[src/rtl/afe_spi_attenuator_driver_if.sv]
// CSR-side bus of the AFE attenuator driver: write strobe, data/lane word, status.
interface afe_spi_attenuator_driver_if;
  logic        csrStrobe;
  logic [31:0] GPIO_OUT;
  logic [31:0] status;

  modport master (output csrStrobe, output GPIO_OUT, input status);
  modport slave  (input csrStrobe, input GPIO_OUT, output status);
endinterface

[src/rtl/afe_spi_attenuator_driver.sv]
// Write-only serial driver for the AFE step-attenuator chain. One shared FSM
// shifts a word out on the selected lane, then pulses that lane's latch enable.
module afe_spi_attenuator_driver #(
  parameter int    CLK_RATE      = 99999001,
  parameter int    SPI_RATE      = 1000000,
  parameter int    HALF_TICKS    = (CLK_RATE + 2 * SPI_RATE - 1) / (2 * SPI_RATE),
  parameter int    WORD_WIDTH    = 16,
  parameter int    CHANNEL_COUNT = 2,
  parameter string MSB_FIRST     = "TRUE"
) (
  input  logic                     sysClk,
  input  logic                     sysReset,
  afe_spi_attenuator_driver_if.slave csr,
  output logic [CHANNEL_COUNT-1:0] AFE_SPI_CLK,
  output logic [CHANNEL_COUNT-1:0] AFE_SPI_SDI,
  output logic [CHANNEL_COUNT-1:0] AFE_SPI_LE
);

  localparam bit          MSB    = (MSB_FIRST == "TRUE");
  localparam int          DIV_W  = $clog2(HALF_TICKS);
  localparam int          CNT_W  = $clog2(WORD_WIDTH + 1);
  localparam logic [2:0]  CH_CNT = 3'(CHANNEL_COUNT);

  typedef enum logic [2:0] {IDLE, CLK_LO, CLK_HI, LE_GAP, LE_HI} state_t;

  state_t                state_q, state_d;
  logic [DIV_W-1:0]      div_q;
  logic [CNT_W-1:0]      bit_q;
  logic [WORD_WIDTH-1:0] shreg_q;
  logic [WORD_WIDTH-1:0] shifted;
  logic [WORD_WIDTH-1:0] last_word_q;
  logic [1:0]            lane_q;
  logic                  sdi_q;
  logic                  ovr_q;
  logic                  bad_q;

  logic       busy;
  logic       div_end;
  logic       last_bit;
  logic [1:0] lane_in;
  logic       lane_ok;
  logic       accept;
  logic       unused_gpio;

  function automatic logic head(input logic [WORD_WIDTH-1:0] v);
    return MSB ? v[WORD_WIDTH-1] : v[0];
  endfunction

  assign busy        = (state_q != IDLE);
  assign div_end     = (div_q == DIV_W'(HALF_TICKS - 1));
  assign last_bit    = (bit_q == CNT_W'(WORD_WIDTH - 1));
  assign lane_in     = csr.GPIO_OUT[25:24];
  assign lane_ok     = ({1'b0, lane_in} < CH_CNT);
  assign accept      = csr.csrStrobe && !busy && lane_ok;
  assign shifted     = MSB ? (shreg_q << 1) : (shreg_q >> 1);
  assign unused_gpio = ^csr.GPIO_OUT;

  // FSM state register
  always_ff @(posedge sysClk) begin
    if (sysReset) state_q <= IDLE;
    else          state_q <= state_d;
  end

  // Next-state: every non-idle state lasts one divider period
  always_comb begin
    state_d = state_q;
    unique case (state_q)
      IDLE:    if (accept)  state_d = CLK_LO;
      CLK_LO:  if (div_end) state_d = CLK_HI;
      CLK_HI:  if (div_end) state_d = last_bit ? LE_GAP : CLK_LO;
      LE_GAP:  if (div_end) state_d = LE_HI;
      LE_HI:   if (div_end) state_d = IDLE;
      default: state_d = IDLE;
    endcase
  end

  // Divider, shift register, bit counter, serial data and sticky status flags
  always_ff @(posedge sysClk) begin
    if (sysReset) begin
      div_q       <= '0;
      bit_q       <= '0;
      shreg_q     <= '0;
      last_word_q <= '0;
      lane_q      <= '0;
      sdi_q       <= 1'b0;
      ovr_q       <= 1'b0;
      bad_q       <= 1'b0;
    end else begin
      if (!busy)        div_q <= '0;
      else if (div_end) div_q <= '0;
      else              div_q <= div_q + 1'b1;

      if (accept) begin
        shreg_q     <= csr.GPIO_OUT[WORD_WIDTH-1:0];
        last_word_q <= csr.GPIO_OUT[WORD_WIDTH-1:0];
        lane_q      <= lane_in;
        sdi_q       <= head(csr.GPIO_OUT[WORD_WIDTH-1:0]);
        bit_q       <= '0;
        ovr_q       <= 1'b0;
        bad_q       <= 1'b0;
      end else if (csr.csrStrobe) begin
        if (busy) ovr_q <= 1'b1;
        else      bad_q <= 1'b1;
      end

      // SDI only moves on the CLK_HI->CLK_LO edge; after the last bit it is
      // held through LE_GAP/LE_HI rather than following the shifted register.
      if (state_q == CLK_HI && div_end) begin
        bit_q   <= bit_q + 1'b1;
        shreg_q <= shifted;
        if (!last_bit) sdi_q <= head(shifted);
      end
      if (state_q == LE_HI && div_end) sdi_q <= 1'b0;
    end
  end

  // Pin fan-out: only the latched lane ever sees activity
  always_comb begin
    AFE_SPI_CLK = '0;
    AFE_SPI_SDI = '0;
    AFE_SPI_LE  = '0;
    for (int unsigned i = 0; i < CHANNEL_COUNT; i++) begin
      if (lane_q == 2'(i)) begin
        AFE_SPI_CLK[i] = (state_q == CLK_HI);
        AFE_SPI_SDI[i] = sdi_q;
        AFE_SPI_LE[i]  = (state_q == LE_HI);
      end
    end
  end

  // Status word assembly
  always_comb begin
    csr.status                   = '0;
    csr.status[31]               = busy;
    csr.status[30]               = ovr_q;
    csr.status[29]               = bad_q;
    csr.status[25:24]            = lane_q;
    csr.status[WORD_WIDTH-1:0]   = last_word_q;
  end

endmodule

[src/flat_wrapper.sv]
// flat-port wrapper written by rule: the top's interface ports become plain ports
module afe_spi_attenuator_driver_flat 
#(
  parameter int    CLK_RATE      = 99999001,
  parameter int    SPI_RATE      = 1000000,
  parameter int    HALF_TICKS    = (CLK_RATE + 2 * SPI_RATE - 1) / (2 * SPI_RATE),
  parameter int    WORD_WIDTH    = 16,
  parameter int    CHANNEL_COUNT = 2,
  parameter string MSB_FIRST     = "    "
)
  (sysClk, sysReset, AFE_SPI_CLK, AFE_SPI_SDI, AFE_SPI_LE, csr_csrStrobe, csr_GPIO_OUT, csr_status);
  afe_spi_attenuator_driver_if csr_i ();
  input  logic sysClk;
  input  logic sysReset;
  output logic [CHANNEL_COUNT-1:0] AFE_SPI_CLK;
  output logic [CHANNEL_COUNT-1:0] AFE_SPI_SDI;
  output logic [CHANNEL_COUNT-1:0] AFE_SPI_LE;
  input wire logic [$bits(csr_i.csrStrobe)-1:0] csr_csrStrobe;
  input wire logic [$bits(csr_i.GPIO_OUT)-1:0] csr_GPIO_OUT;
  output wire logic [$bits(csr_i.status)-1:0] csr_status;
  assign csr_i.csrStrobe = csr_csrStrobe;
  assign csr_i.GPIO_OUT = csr_GPIO_OUT;
  assign csr_status = csr_i.status;
  afe_spi_attenuator_driver #(.CLK_RATE(CLK_RATE), .SPI_RATE(SPI_RATE), .HALF_TICKS(HALF_TICKS), .WORD_WIDTH(WORD_WIDTH), .CHANNEL_COUNT(CHANNEL_COUNT), .MSB_FIRST(MSB_FIRST)) u_core (.sysClk(sysClk), .sysReset(sysReset), .csr(csr_i), .AFE_SPI_CLK(AFE_SPI_CLK), .AFE_SPI_SDI(AFE_SPI_SDI), .AFE_SPI_LE(AFE_SPI_LE));
endmodule
[config.mk]
export PLATFORM = sky130hd
export DESIGN_NAME = afe_spi_attenuator_driver_flat
export DESIGN_NICKNAME = d
export VERILOG_FILES = /design/src/rtl/afe_spi_attenuator_driver_if.sv /design/src/rtl/afe_spi_attenuator_driver.sv /design/src/flat_wrapper.sv
export SDC_FILE = /design/constraint.sdc
export NUM_CORES = 1
export LEC_CHECK = 0
export CAP_MARGIN = 10
export CORE_UTILIZATION = 45
export DETAILED_ROUTE_END_ITERATION = 8
export PLACE_DENSITY = 0.83
export SLEW_MARGIN = 10
export SYNTH_ARGS = -nofsm -noshare
export SYNTH_HDL_FRONTEND = slang
export SYNTH_SLANG_ARGS = --single-unit
[constraint.sdc]
create_clock -name sysClk -period 2.05 [get_ports sysClk]
set_input_delay 0.41 -clock sysClk [delete_from_list [all_inputs] [get_ports sysClk]]
set_output_delay 0.41 -clock sysClk [all_outputs]
set_load 0.01 [all_outputs]
==> results.sh <==
export IMPL_yosys_area_top_type="dfxtp_1"
export IMPL_layout_common_cells="nand2_1 (54), dfxtp_1 (49), clkdlybuf4s50_1 (45), a21oi_1 (24), nand3_1 (22)"
export IMPL_yosysTopAreaCellShare=0.469
export IMPL_syn_to_final_growth_pct=28.1
export IMPL_hpwl_mm=3.24
export IMPL_cts_tree="built"
export IMPL_die_width_um=70.9
export IMPL_die_area_um2=5030
export IMPL_arrival_ps=1580
export IMPL_cellPowerDensity_nw_per_um2=703
export IMPL_reg2regPathDepth=5
export IMPL_num_rows=24
export IMPL_final_setup_viol_count=0
export IMPL_r2r_end="u_core.bit_q[2]$_SDFFE_PP0P_"
export IMPL_cts_made_buffers=5
export IMPL_maxCapViolations=0
export IMPL_met1_usage=0.219
export IMPL_pre_cts_slack_ps=158
export IMPL_grt_pass1_wl_mm=7.51
export IMPL_grt_busiest_layer="met2"
export IMPL_timing_final_crit_share=0.973
export IMPL_synth_seq_cells=50
export IMPL_overflow=0
export IMPL_io_pins=73
export IMPL_rsz0062_at_grt="yes"
export IMPL_netlist_area_um2=2140
export IMPL_yosys_top_cells_area="dfxtp_1 (47%), nand2_1 (9.5%), a21oi_1 (5.6%), nand3_1 (5.2%), buf_4 (4.9%)"
export IMPL_final_cell_area_um2=2740
export IMPL_critPathRequiredTime_ps=1640
export IMPL_r2r_slack_ps=250
export IMPL_min_period_ps=1990
export IMPL_p_leak_nw=0.989
export IMPL_clk_latency_ps=300
export IMPL_status="finished with violations"
export IMPL_grt_pass1_vias=1707
export IMPL_switching_power_mw=0.445
export IMPL_r2r_start="u_core.div_q[0]$_SDFF_PP0_"
export IMPL_clockBufferDepth=2
export IMPL_p_int_mw=1.48
export IMPL_routed_wl_mm=4.60
export IMPL_syn_inst=256
export IMPL_antenna_cells=0
export IMPL_synth_cell_types=37
export IMPL_layout_drive_gt1_share=0.0903
export IMPL_num_nets_final=337
export IMPL_htreeDepth=2
export IMPL_worstSetupPathType="register to output port"
export IMPL_multiInputGateArea_um2=1000
export IMPL_fp_coreArea_um2=4440
export IMPL_hold_violations=0
export IMPL_setup_worst_path_start="u_core.state_q[1]$_SDFFE_PP0P_"
export IMPL_track_usage=0.188
export IMPL_post_cts_setup_buffers=0
export IMPL_die_h_um=70.9
export IMPL_io_buffers=47
export IMPL_root_buffer="clkbuf_8"
export IMPL_fillerInstances=382
export IMPL_grt_util_met2=0.333
export IMPL_endpoint_kind="output port"
export IMPL_vias=1858
export IMPL_switching_share=0.232
export IMPL_failed_checks="DRC"
export IMPL_numClockSinks=50
export IMPL_viasPerCell=5.29
export IMPL_clkTransAtPathRegs_ps=90
export IMPL_clockPowerShare=0.352
export IMPL_grt_max_degree=26
export IMPL_gp_congestion=0.788
export IMPL_critPathSlowestCell="clkdlybuf4s50_1"
export IMPL_drt_wirelength_per_cell_um=13.1
export IMPL_setup_ws_ps=56.0
export IMPL_path_cells="nand2b_4 -> nor2_1 -> clkdlybuf4s50_1"
export IMPL_ir_drop_mv=0.348
export IMPL_combPwrFrac=0.111
export IMPL_final_common_cell="nand2_1"
export IMPL_endpoint="AFE_SPI_LE[1]"
export IMPL_placed_cell_area_um2=2610
export IMPL_timing_hold_ws_ps=455
export IMPL_synth_area_per_cell_um2=8.34
export IMPL_clock_skew_ps=6.64
export IMPL_min_path_type="register to register"
export IMPL_antenna_found_initial=0
export IMPL_dr_pass1_iters=8
export IMPL_seqCellArea_um2=1000
export IMPL_initial_core_util=0.481
export IMPL_seq_area_frac_synth=0.469
export IMPL_worst_path_max_fanout=7
export IMPL_drtAntennaViolNets=0
export IMPL_drcViolationCount=6
export IMPL_dr_first_iter_drc_count=96
export IMPL_crit_path_max_incr_delay_ps=550
export IMPL_cts_resized_gates=3
export IMPL_drv_slew=0
export IMPL_p_seq_frac=0.537
export IMPL_fmax_mhz=502
export IMPL_hold_buffers=0
export IMPL_use_met3=0.0399
export IMPL_yosys_warnings=0
export IMPL_critPathLaunchType="register"
-- flip-flops by register name, summed over array words and instances, names as in the netlist --
signal	flops
u_core.shreg_q	15
u_core.last_word_q	16
u_core.div_q	6
u_core.bit_q	5
u_core.ovr_q	1
u_core.bad_q	1
u_core.state_q	3
u_core.sdi_q	1
u_core.lane_q	2
-- critical path, delay by kind of cell, from the launching register on --
kind | cells | cell delay (ps)
buf+inv | 1 | 550
simple gates | 2 | 330
flops | 1 | 410
-- worst min-delay path by stage --
| stage | end | cells after the start | slack, ps | start |
|---|---|---|---|---|
| finish | u_core.last_word_q[3]$_SDFFE_PP0P_ | 2 | 450 | u_core.last_word_q[3]$_SDFFE_PP0P_ |
| global route | u_core.bad_q$_SDFFE_PP0N_ | 2 | 480 | u_core.bad_q$_SDFFE_PP0N_ |
| CTS | u_core.last_word_q[3]$_SDFFE_PP0P_ | 2 | 460 | u_core.last_word_q[3]$_SDFFE_PP0P_ |
| detailed placement | u_core.last_word_q[3]$_SDFFE_PP0P_ | 2 | 450 | u_core.last_word_q[3]$_SDFFE_PP0P_ |
| global placement | u_core.last_word_q[3]$_SDFFE_PP0P_ | 2 | 440 | u_core.last_word_q[3]$_SDFFE_PP0P_ |
| floorplan | u_core.div_q[0]$_SDFF_PP0_ | 1 | 430 | u_core.div_q[0]$_SDFF_PP0_ |
-- cells in the mapped netlist --
library cell  number
a211oi_1           2
a211oi_2           1
a21oi_1           24
a221oi_2           1
a22oi_1            1
a2bb2oi_2          1
a311oi_1           1
a31oi_1           14
and2_1             2
and3_1             2
and3b_1            1
buf_2              7
buf_4             14
buf_6              1
clkbuf_1           9
conb_1             1
dfxtp_1           50
ha_1               4
inv_1              3
mux2_4             1
nand2_1           54
nand2b_1           5
nand2b_2           1
nand3_1           22
nand4b_1           2
nor2_1            13
nor3_1             2
nor3b_1            2
nor4_1             4
o21a_1             1
o21ai_0            1
o31ai_1            1
or2_1              1
or3_1              2
or4_4              1
xnor2_1            2
xor2_1             2
-- layer usage --
metal  vias up  part of all wire
met5         -                 0
met4         0             0.020
met3         6             0.041
met2        58              0.50
met1       858              0.44
li1        936                 -
-- cell type report --
cell class              count  area share
well taps                  52      0.0238
repair buffers             56       0.200
clock inverters             3      0.0146
inverters                   3     0.00412
multi-input cells         182       0.366
flip-flops and latches     50       0.366
clock buffers               5      0.0252
-- per-stage QoR --
| stage | utilization | cells | TNS, ps | total power [mW] |
|---|---|---|---|---|
| CTS | 0.611 | 351 | 0 | 1.93 |
| finish | 0.615 | 351 | 0 | 1.92 |
| global placement | 0.587 | 343 | 0 | 1.26 |
| floorplan | - | 266 | 0 | 1.17 |
| global route | 0.615 | 351 | -23.0 | 1.99 |
| detailed placement | 0.587 | 343 | 0 | 1.27 |
-- cell families (layout without fill, tap and decap cells) --
kind of cell | count (synthesis) | count (layout) | share of synthesized area
flip-flops | 50 | 50 | 0.469
AO/OA/AOI/OAI | 48 | 48 | 0.141
buffers and inverters | 34 | 67 | 0.0920
adder cells (fa/ha/maj) | 4 | 4 | 0.0234
other | 1 | 11 | 0.00176
XOR/XNOR | 4 | 4 | 0.0164
AND/OR/NAND/NOR | 114 | 114 | 0.250
multiplexers | 1 | 1 | 0.00703
-- power groups by stage --
stage | sequential (mW) | combinational, mW | clock (mW)
after floorplan | 1.05 | 0.120 | 0
after global placement | 1.05 | 0.209 | 0
after detailed placement | 1.05 | 0.213 | 0
after CTS | 1.03 | 0.214 | 0.687
after global routing | 1.04 | 0.233 | 0.723
final | 1.03 | 0.214 | 0.677
(Power assumes the default switching activity.)
